--- src/rtl/readout_pkg.sv ---
// ----------------------------------------------------------------------------
// readout_pkg
//   Shared definitions for the column readout sequencer.
//   - 3-bit FSM state encoding (localparams plus the enum built on them)
//   - default geometry and timing parameters for a full-size matrix
//   - a small helper for sizing shared counters
// ----------------------------------------------------------------------------
package readout_pkg;

  // State encoding, kept as explicit constants so checkers and debug probes can
  // decode the raw 3-bit value without depending on the enum type.
  localparam logic [2:0] ST_IDLE     = 3'd0;
  localparam logic [2:0] ST_EXPOSE   = 3'd1;
  localparam logic [2:0] ST_SETTLE   = 3'd2;
  localparam logic [2:0] ST_REQ      = 3'd3;
  localparam logic [2:0] ST_WAIT_ACK = 3'd4;
  localparam logic [2:0] ST_PUSH     = 3'd5;
  localparam logic [2:0] ST_NEXT     = 3'd6;
  localparam logic [2:0] ST_DONE     = 3'd7;

  typedef enum logic [2:0] {
    IDLE     = ST_IDLE,
    EXPOSE   = ST_EXPOSE,
    SETTLE   = ST_SETTLE,
    REQ      = ST_REQ,
    WAIT_ACK = ST_WAIT_ACK,
    PUSH     = ST_PUSH,
    NEXT     = ST_NEXT,
    DONE     = ST_DONE
  } state_t;

  // Defaults for the full pixel matrix.
  localparam int N_COL_DEF       = 64;
  localparam int COL_W_DEF       = 6;
  localparam int N_ROW_DEF       = 64;
  localparam int ROW_W_DEF       = 7;
  localparam int SETTLE_CYC_DEF  = 8;
  localparam int ACK_TIMEOUT_DEF = 1024;

  // Larger of two integers; used to size the counter shared by SETTLE and
  // the handshake timeout.
  function automatic int max2(input int a, input int b);
    return (a > b) ? a : b;
  endfunction

endpackage

--- src/rtl/sync_edge_det.sv ---
// ----------------------------------------------------------------------------
// sync_edge_det
//   One-bit history register with combinational rise/fall decode. The input is
//   already re-timed to clk_40MHz upstream, so no extra synchroniser here.
//   Ports:
//     clk_40MHz  in   system clock
//     rst_n      in   asynchronous, active-low reset (history clears to 0)
//     d_i        in   level to watch
//     rise_o     out  ~prev & cur
//     fall_o     out  prev & ~cur
// ----------------------------------------------------------------------------
module sync_edge_det
  import readout_pkg::*;
(
  input  logic clk_40MHz,
  input  logic rst_n,
  input  logic d_i,
  output logic rise_o,
  output logic fall_o
);

  logic prev_q;
  logic prev_d;

  always_comb begin
    prev_d = d_i;
  end

  always_ff @(posedge clk_40MHz or negedge rst_n) begin
    if (!rst_n) begin
      prev_q <= 1'b0;
    end else begin
      prev_q <= prev_d;
    end
  end

  assign rise_o = ~prev_q & d_i;
  assign fall_o = prev_q & ~d_i;

endmodule

--- src/rtl/col_readout_seq.sv ---
// ----------------------------------------------------------------------------
// col_readout_seq
//   Frame readout sequencer for the pixel matrix. Waits for the exposure
//   (shutter high) to end, lets the analog front-end settle, then walks the
//   columns: a request/acknowledge handshake per column followed by a burst of
//   N_ROW words, one word per rising edge of the external push clock.
//
//   Ports:
//     clk_40MHz          in   system clock
//     rst_n              in   asynchronous, active-low reset
//     shutter_i          in   re-timed shutter, high = exposure
//     mode_i             in   0 = full frame, 1 = single column (cfg_col_i);
//                             sampled at shutter fall
//     push_clk_i         in   re-timed external push clock (level)
//     shake_hands_col_i  in   column acknowledge (level)
//     cfg_col_i          in   column index for single-column mode
//     err_clr_i          in   1-cycle pulse clearing the sticky error flags
//     col_sel_o          out  current column index
//     col_req_o          out  column request
//     data_load_o        out  1-cycle pulse per pushed word
//     frame_done_o       out  1-cycle pulse at end of frame
//     busy_o             out  high from shutter fall until frame_done
//     ack_err_o          out  sticky: a column handshake timed out
//     overrun_o          out  sticky: shutter rose while busy
//
//   Column handshake: col_req_o rises one cycle after REQ and is held until
//   either shake_hands_col_i is seen high (the column is ready and the burst
//   starts) or ACK_TIMEOUT cycles pass (the column is skipped and ack_err_o is
//   set). The acknowledge is a level; it is only looked at while waiting, so
//   it may stay high into the burst without effect.
//
//   All outputs are registered: an action triggered by an edge visible on an
//   input shows up on the outputs one cycle later.
// ----------------------------------------------------------------------------
module col_readout_seq
  import readout_pkg::*;
#(
  parameter int N_COL       = N_COL_DEF,
  parameter int COL_W       = COL_W_DEF,
  parameter int N_ROW       = N_ROW_DEF,
  parameter int ROW_W       = ROW_W_DEF,
  parameter int SETTLE_CYC  = SETTLE_CYC_DEF,
  parameter int ACK_TIMEOUT = ACK_TIMEOUT_DEF
) (
  input  logic             clk_40MHz,
  input  logic             rst_n,
  input  logic             shutter_i,
  input  logic             mode_i,
  input  logic             push_clk_i,
  input  logic             shake_hands_col_i,
  input  logic [COL_W-1:0] cfg_col_i,
  input  logic             err_clr_i,
  output logic [COL_W-1:0] col_sel_o,
  output logic             col_req_o,
  output logic             data_load_o,
  output logic             frame_done_o,
  output logic             busy_o,
  output logic             ack_err_o,
  output logic             overrun_o
);

  // One counter serves both SETTLE and the handshake timeout, so it is sized
  // for the larger of the two.
  localparam int CNT_MAX = max2(SETTLE_CYC, ACK_TIMEOUT);
  localparam int CNT_W   = $clog2(CNT_MAX + 1);

  // --------------------------------------------------------------------------
  // Edge detection on the re-timed pads
  // --------------------------------------------------------------------------
  logic shutter_rise;
  logic shutter_fall;
  logic push_rise;
  logic push_fall_unused;

  sync_edge_det u_shutter_edge (
    .clk_40MHz (clk_40MHz),
    .rst_n     (rst_n),
    .d_i       (shutter_i),
    .rise_o    (shutter_rise),
    .fall_o    (shutter_fall)
  );

  // Only rising push edges matter; the falling decode is left unused.
  sync_edge_det u_push_edge (
    .clk_40MHz (clk_40MHz),
    .rst_n     (rst_n),
    .d_i       (push_clk_i),
    .rise_o    (push_rise),
    .fall_o    (push_fall_unused)
  );

  // --------------------------------------------------------------------------
  // State and registered outputs
  // --------------------------------------------------------------------------
  state_t             state_q,      state_d;
  logic [CNT_W-1:0]   cnt_q,        cnt_d;
  logic [ROW_W-1:0]   row_cnt_q,    row_cnt_d;
  logic [COL_W-1:0]   col_sel_q,    col_sel_d;
  logic               mode_q,       mode_d;
  logic               col_req_q,    col_req_d;
  logic               data_load_q,  data_load_d;
  logic               frame_done_q, frame_done_d;
  logic               busy_q,       busy_d;
  logic               ack_err_q,    ack_err_d;
  logic               overrun_q,    overrun_d;

  // Error events raised by the FSM this cycle.
  logic               ack_timeout_evt;
  logic               overrun_evt;

  // --------------------------------------------------------------------------
  // Next-state and output decode
  // --------------------------------------------------------------------------
  always_comb begin
    state_d         = state_q;
    cnt_d           = cnt_q;
    row_cnt_d       = row_cnt_q;
    col_sel_d       = col_sel_q;
    mode_d          = mode_q;
    col_req_d       = col_req_q;
    data_load_d     = 1'b0;
    frame_done_d    = 1'b0;
    busy_d          = busy_q;
    ack_timeout_evt = 1'b0;

    unique case (state_q)
      IDLE: begin
        // Level sensitive: a shutter already high when a frame ends is
        // picked up here straight away.
        if (shutter_i) begin
          state_d = EXPOSE;
        end
      end

      EXPOSE: begin
        if (shutter_fall) begin
          mode_d = mode_i;
          if (mode_i) begin
            // Out-of-range single-column requests are pinned to the last
            // column rather than wrapping.
            if (32'(cfg_col_i) >= 32'(N_COL)) begin
              col_sel_d = COL_W'(N_COL - 1);
            end else begin
              col_sel_d = cfg_col_i;
            end
          end else begin
            col_sel_d = '0;
          end
          busy_d  = 1'b1;
          cnt_d   = '0;
          state_d = SETTLE;
        end
      end

      SETTLE: begin
        if (cnt_q == CNT_W'(SETTLE_CYC - 1)) begin
          cnt_d   = '0;
          state_d = REQ;
        end else begin
          cnt_d = cnt_q + 1'b1;
        end
      end

      REQ: begin
        col_req_d = 1'b1;
        cnt_d     = '0;
        state_d   = WAIT_ACK;
      end

      WAIT_ACK: begin
        if (shake_hands_col_i) begin
          col_req_d = 1'b0;
          row_cnt_d = '0;
          state_d   = PUSH;
        end else if (cnt_q == CNT_W'(ACK_TIMEOUT - 1)) begin
          // col_req_o has been high for ACK_TIMEOUT cycles: give up on
          // this column.
          col_req_d       = 1'b0;
          ack_timeout_evt = 1'b1;
          cnt_d           = '0;
          state_d         = NEXT;
        end else begin
          cnt_d = cnt_q + 1'b1;
        end
      end

      PUSH: begin
        // The history register keeps running in every state, so a push
        // clock that is already high on entry shows no rise until it has
        // been low for at least one cycle.
        if (push_rise) begin
          data_load_d = 1'b1;
          row_cnt_d   = row_cnt_q + 1'b1;
          if (row_cnt_q == ROW_W'(N_ROW - 1)) begin
            state_d = NEXT;
          end
        end
      end

      NEXT: begin
        if (mode_q || (col_sel_q == COL_W'(N_COL - 1))) begin
          state_d = DONE;
        end else begin
          col_sel_d = col_sel_q + 1'b1;
          state_d   = REQ;
        end
      end

      DONE: begin
        frame_done_d = 1'b1;
        busy_d       = 1'b0;
        state_d      = IDLE;
      end

      default: begin
        state_d = IDLE;
      end
    endcase
  end

  // --------------------------------------------------------------------------
  // Sticky error flags: a new event in the same cycle as a clear wins.
  // --------------------------------------------------------------------------
  assign overrun_evt = shutter_rise & busy_q;

  always_comb begin
    ack_err_d = ack_err_q;
    if (ack_timeout_evt) begin
      ack_err_d = 1'b1;
    end else if (err_clr_i) begin
      ack_err_d = 1'b0;
    end

    overrun_d = overrun_q;
    if (overrun_evt) begin
      overrun_d = 1'b1;
    end else if (err_clr_i) begin
      overrun_d = 1'b0;
    end
  end

  // --------------------------------------------------------------------------
  // Registers
  // --------------------------------------------------------------------------
  always_ff @(posedge clk_40MHz or negedge rst_n) begin
    if (!rst_n) begin
      state_q      <= IDLE;
      cnt_q        <= '0;
      row_cnt_q    <= '0;
      col_sel_q    <= '0;
      mode_q       <= 1'b0;
      col_req_q    <= 1'b0;
      data_load_q  <= 1'b0;
      frame_done_q <= 1'b0;
      busy_q       <= 1'b0;
      ack_err_q    <= 1'b0;
      overrun_q    <= 1'b0;
    end else begin
      state_q      <= state_d;
      cnt_q        <= cnt_d;
      row_cnt_q    <= row_cnt_d;
      col_sel_q    <= col_sel_d;
      mode_q       <= mode_d;
      col_req_q    <= col_req_d;
      data_load_q  <= data_load_d;
      frame_done_q <= frame_done_d;
      busy_q       <= busy_d;
      ack_err_q    <= ack_err_d;
      overrun_q    <= overrun_d;
    end
  end

  assign col_sel_o    = col_sel_q;
  assign col_req_o    = col_req_q;
  assign data_load_o  = data_load_q;
  assign frame_done_o = frame_done_q;
  assign busy_o       = busy_q;
  assign ack_err_o    = ack_err_q;
  assign overrun_o    = overrun_q;

endmodule

--- config.mk ---
export PLATFORM = sky130hd
export DESIGN_NAME = col_readout_seq
export DESIGN_NICKNAME = d
export VERILOG_FILES = /design/src/rtl/readout_pkg.sv /design/src/rtl/sync_edge_det.sv /design/src/rtl/col_readout_seq.sv
export SDC_FILE = /design/constraint.sdc
export NUM_CORES = 1
export LEC_CHECK = 0
export BUFFER_PORTS_ARGS = -buffer_cell sky130_fd_sc_hd__buf_2
export CORE_MARGIN = 10
export CORE_UTILIZATION = 55
export DETAILED_ROUTE_END_ITERATION = 6
export PLACE_DENSITY = 0.76
export SLEW_MARGIN = 10
export SYNTH_ARGS = -nofsm -noshare
export SYNTH_HDL_FRONTEND = slang
export SYNTH_SLANG_ARGS = --single-unit
--- constraint.sdc ---
create_clock -name clk_40MHz -period 2.4 [get_ports clk_40MHz]
set_clock_uncertainty 0.1 [all_clocks]
set_input_delay 0.48 -clock clk_40MHz [delete_from_list [all_inputs] [get_ports clk_40MHz]]
set_output_delay 0.48 -clock clk_40MHz [all_outputs]
set_load 0.02 [all_outputs]
==> results.cfg <==
[outcome]
outcome = completed

[drt]
drt_iter0_drc = 123
vias_per_cell = 5.86
num_vias = 1664
route.detailed.drc = 0
wl_per_cell_um = 14.8
antenna_left = 0
finalWirelength_um = 4190
drtPass1Iterations = 4

[final_layout]
final_common_cell = dfrtp_1
regArea_um2 = 901
fin_cells = 284
layout.nets = 253
area_delta_synth_final_pct = 12.3
drive_gt1_share_pct = 21.4
final_cell_mix = 36 x dfrtp_1, 24 x o21ai_0, 24 x buf_2
antenna_cells = 0
fillCellCount = 296
multi_input_area_um2 = 1060

[run]
maxCapViolations = 0

[timing]
slew_headroom_pct = 48.3
finalMaxSlewViolations = 0
hold_viol_final = 0
period_needed_ps = 2070
finalCritPeriodShare_pct = 86.3
fin_tns_setup_ps = 0
rsz0062_at_grt = no
finalSetupViolations = 0
tightest_slew_ps = 775
fmax_ghz = 0.483

[global_routing]
grtUsageTotal_pct = 13.8
gr-total-overflow = 0
grt_pass1_vias = 1552
grt_first_pass_wirelength_um = 7230
antenna_found_initial = 0
grt_max_degree = 37

[placement]
port_buffers = 24
dpl.hpwl_um = 3060
dp.cells = 276
place_congestion = 0.818

[logic_synthesis]
async_reset_ff_share_pct = 100
synth_top_family_by_area = simple AND/OR/NAND/NOR gates
synthSimpleGateAreaFrac_pct = 24.1
synth-compound-area-share_pct = 23.5
synthesis.nets = 226
netlist_instances = 210
synth_mux_area_share_pct = 1.68
synth.cell_area_um2 = 2010
ys_seq_area_share_pct = 44.8
synth-edff-count = 0
synth_area_per_cell_um2 = 9.57
synth.ff_latch_count = 36
yosysUniqueCellTypes = 50
synthFlopType = dfrtp_1
synth_fa_ha_area_share_pct = 1.87
yosysWarningCount = 0
synth_xor_area_share_pct = 1.31

[power]
switchingPower_uw = 880
p_leak_uw = 0.00103
vdd_drop_max_uv = 453
powerDensity_nw_per_um2 = 970
p_sw_share_pct = 40.2
p_clk_share_pct = 20.2
combPwrFrac_pct = 38.5
intPower_uw = 1310
pwr-share-seq_pct = 41.3

[worst_setup_path]
crit_required_ps = 2470
regToRegStartpoint = state_q[1]
r2r_slack_ps = 330
cp.arrival_ps = 2140
reg2reg_depth = 5
regToRegEndpoint = cnt_q[0]
critPathMaxFanout = 14
critical_path_class = register to register
crit_path_end_kind = register
start_kind = register

[clocking]
clockBufferDepth = 2
cts_buffers = 5
clk_latency_ps = 280
htree_levels = 2
cts_root_buf = clkbuf_8
cts_tree = yes
cts.clk_slew.worst_paths_ps = 70
ctsResizeCount = 0
cts.sinks = 36
hold_buffers = 0
cts_setup_buffers = 0

[floorplan]
start_util_pct = 58.4
row_count = 21
io_pins = 25
dieArea_um2 = 6470
dieHeight_um = 80.5
die_w_um = 80.5
core_area_um2 = 3440

[hold_path]
min_path_type = primary input to async pin
## power by group through the flow
| stage | Clock [uW] | Combinational, uW | Sequential [uW] |
|---|---|---|---|
| floorplan | 0 | 636 | 918 |
| global placement | 0 | 834 | 905 |
| detailed placement | 0 | 849 | 911 |
| CTS | 459 | 853 | 902 |
| global route | 481 | 961 | 938 |
| finish | 442 | 843 | 906 |
## layout make-up
cell class                 instances  area share [%]
inverter                           6           0.997
clock buffer                       7            3.82
timing repair buffer              25            5.65
multi-input combinational        163            46.8
clock inverter                     1           0.332
tap                               46            2.55
sequential                        36            39.9
## per-layer routing
metal | up-vias | track usage, % | wire [um] | share of wire, %
li1 | 835 | - | - | -
met1 | 797 | 18.2 | 1990 | 47
met2 | 30 | 20.9 | 1950 | 47
met3 | 2 | 4.12 | 231 | 5.5
met4 | 0 | 4.75 | 22 | 0.53
met5 | - | 0 | 0 | 0
## registers in the layout (all words and copies together) (netlist names)
signal	flops
cnt_q	11
row_cnt_q	7
col_sel_o	6
state_q	3
ack_err_o	1
busy_o	1
col_req_o	1
data_load_o	1
frame_done_o	1
mode_q	1
overrun_o	1
u_push_edge.prev_q	1
u_shutter_edge.prev_q	1
## cells by family (layout without fill, tap and decap cells)
group,after synthesis,after routing
xor gates and xnor gates,3,3
muxes,3,3
adders and majority gates,3,3
AOI/OAI and AO/OA,70,70
buffers and inverters,11,39
and+or+nand+nor,84,84
DFF,36,36
## worst max-delay path: stages, from the launching register on
cell	delay (ps)
dfrtp_1	640
nor2b_1	220
and2b_1	250
a21oi_1	360
nor2_4	100
mux2_2	270
## worst max path at each step
stage,startpoint,endpoint,slack (ps),cells after the start
floorplan,col_sel_o[0],col_sel_o[2],520,6
global placement,shutter_i,cnt_q[9],380,6
detailed placement,state_q[1],cnt_q[0],340,5
CTS,state_q[1],cnt_q[0],320,5
global route,state_q[1],cnt_q[0],150,5
finish,state_q[1],cnt_q[0],330,5
## cell usage after synthesis, types with 2 or more instances
| cell type | n | area share, % |
|---|---|---|
| a21o_1 | 3 | 1.1 |
| inv_1 | 6 | 1.1 |
| nor2_1 | 15 | 2.8 |
| nand3_1 | 9 | 2.2 |
| o22a_1 | 4 | 1.7 |
| o31ai_1 | 2 | 0.75 |
| a21oi_1 | 14 | 3.5 |
| nand4_1 | 2 | 0.62 |
| dfrtp_1 | 36 | 45 |
| xnor2_1 | 2 | 0.87 |
| nor2b_1 | 7 | 2.2 |
| nand3_2 | 2 | 1.0 |
| o21ai_0 | 24 | 6.0 |
| mux2_2 | 3 | 1.7 |
| nor2_4 | 2 | 1.1 |
| nor4_1 | 2 | 0.62 |
| buf_4 | 3 | 1.1 |
| nor3b_1 | 2 | 0.75 |
| a31oi_1 | 4 | 1.2 |
| and3_1 | 7 | 2.2 |
| a22o_1 | 5 | 2.2 |
| nand2_1 | 19 | 3.5 |
| nor3_1 | 7 | 1.7 |
| a211oi_1 | 2 | 0.75 |
| ha_1 | 3 | 1.9 |
## metrics by stage
stage | hold slack [ps] | instance area, um^2 | setup WS (ps) | power (uW) | util (%)
4_1_cts | 190 | 2260 | 317 | 2210 | 65.6
6_report | 169 | 2260 | 330 | 2190 | 65.6
3_5_place_dp | 353 | 2160 | 338 | 1760 | 62.9
5_1_grt | 222 | 2260 | 155 | 2380 | 65.6
2_1_floorplan | 84.4 | 2010 | 515 | 1550 | -
3_3_place_gp | 360 | 2160 | 379 | 1740 | 62.9
No activity file was read; power rests on OpenSTA's default activity.
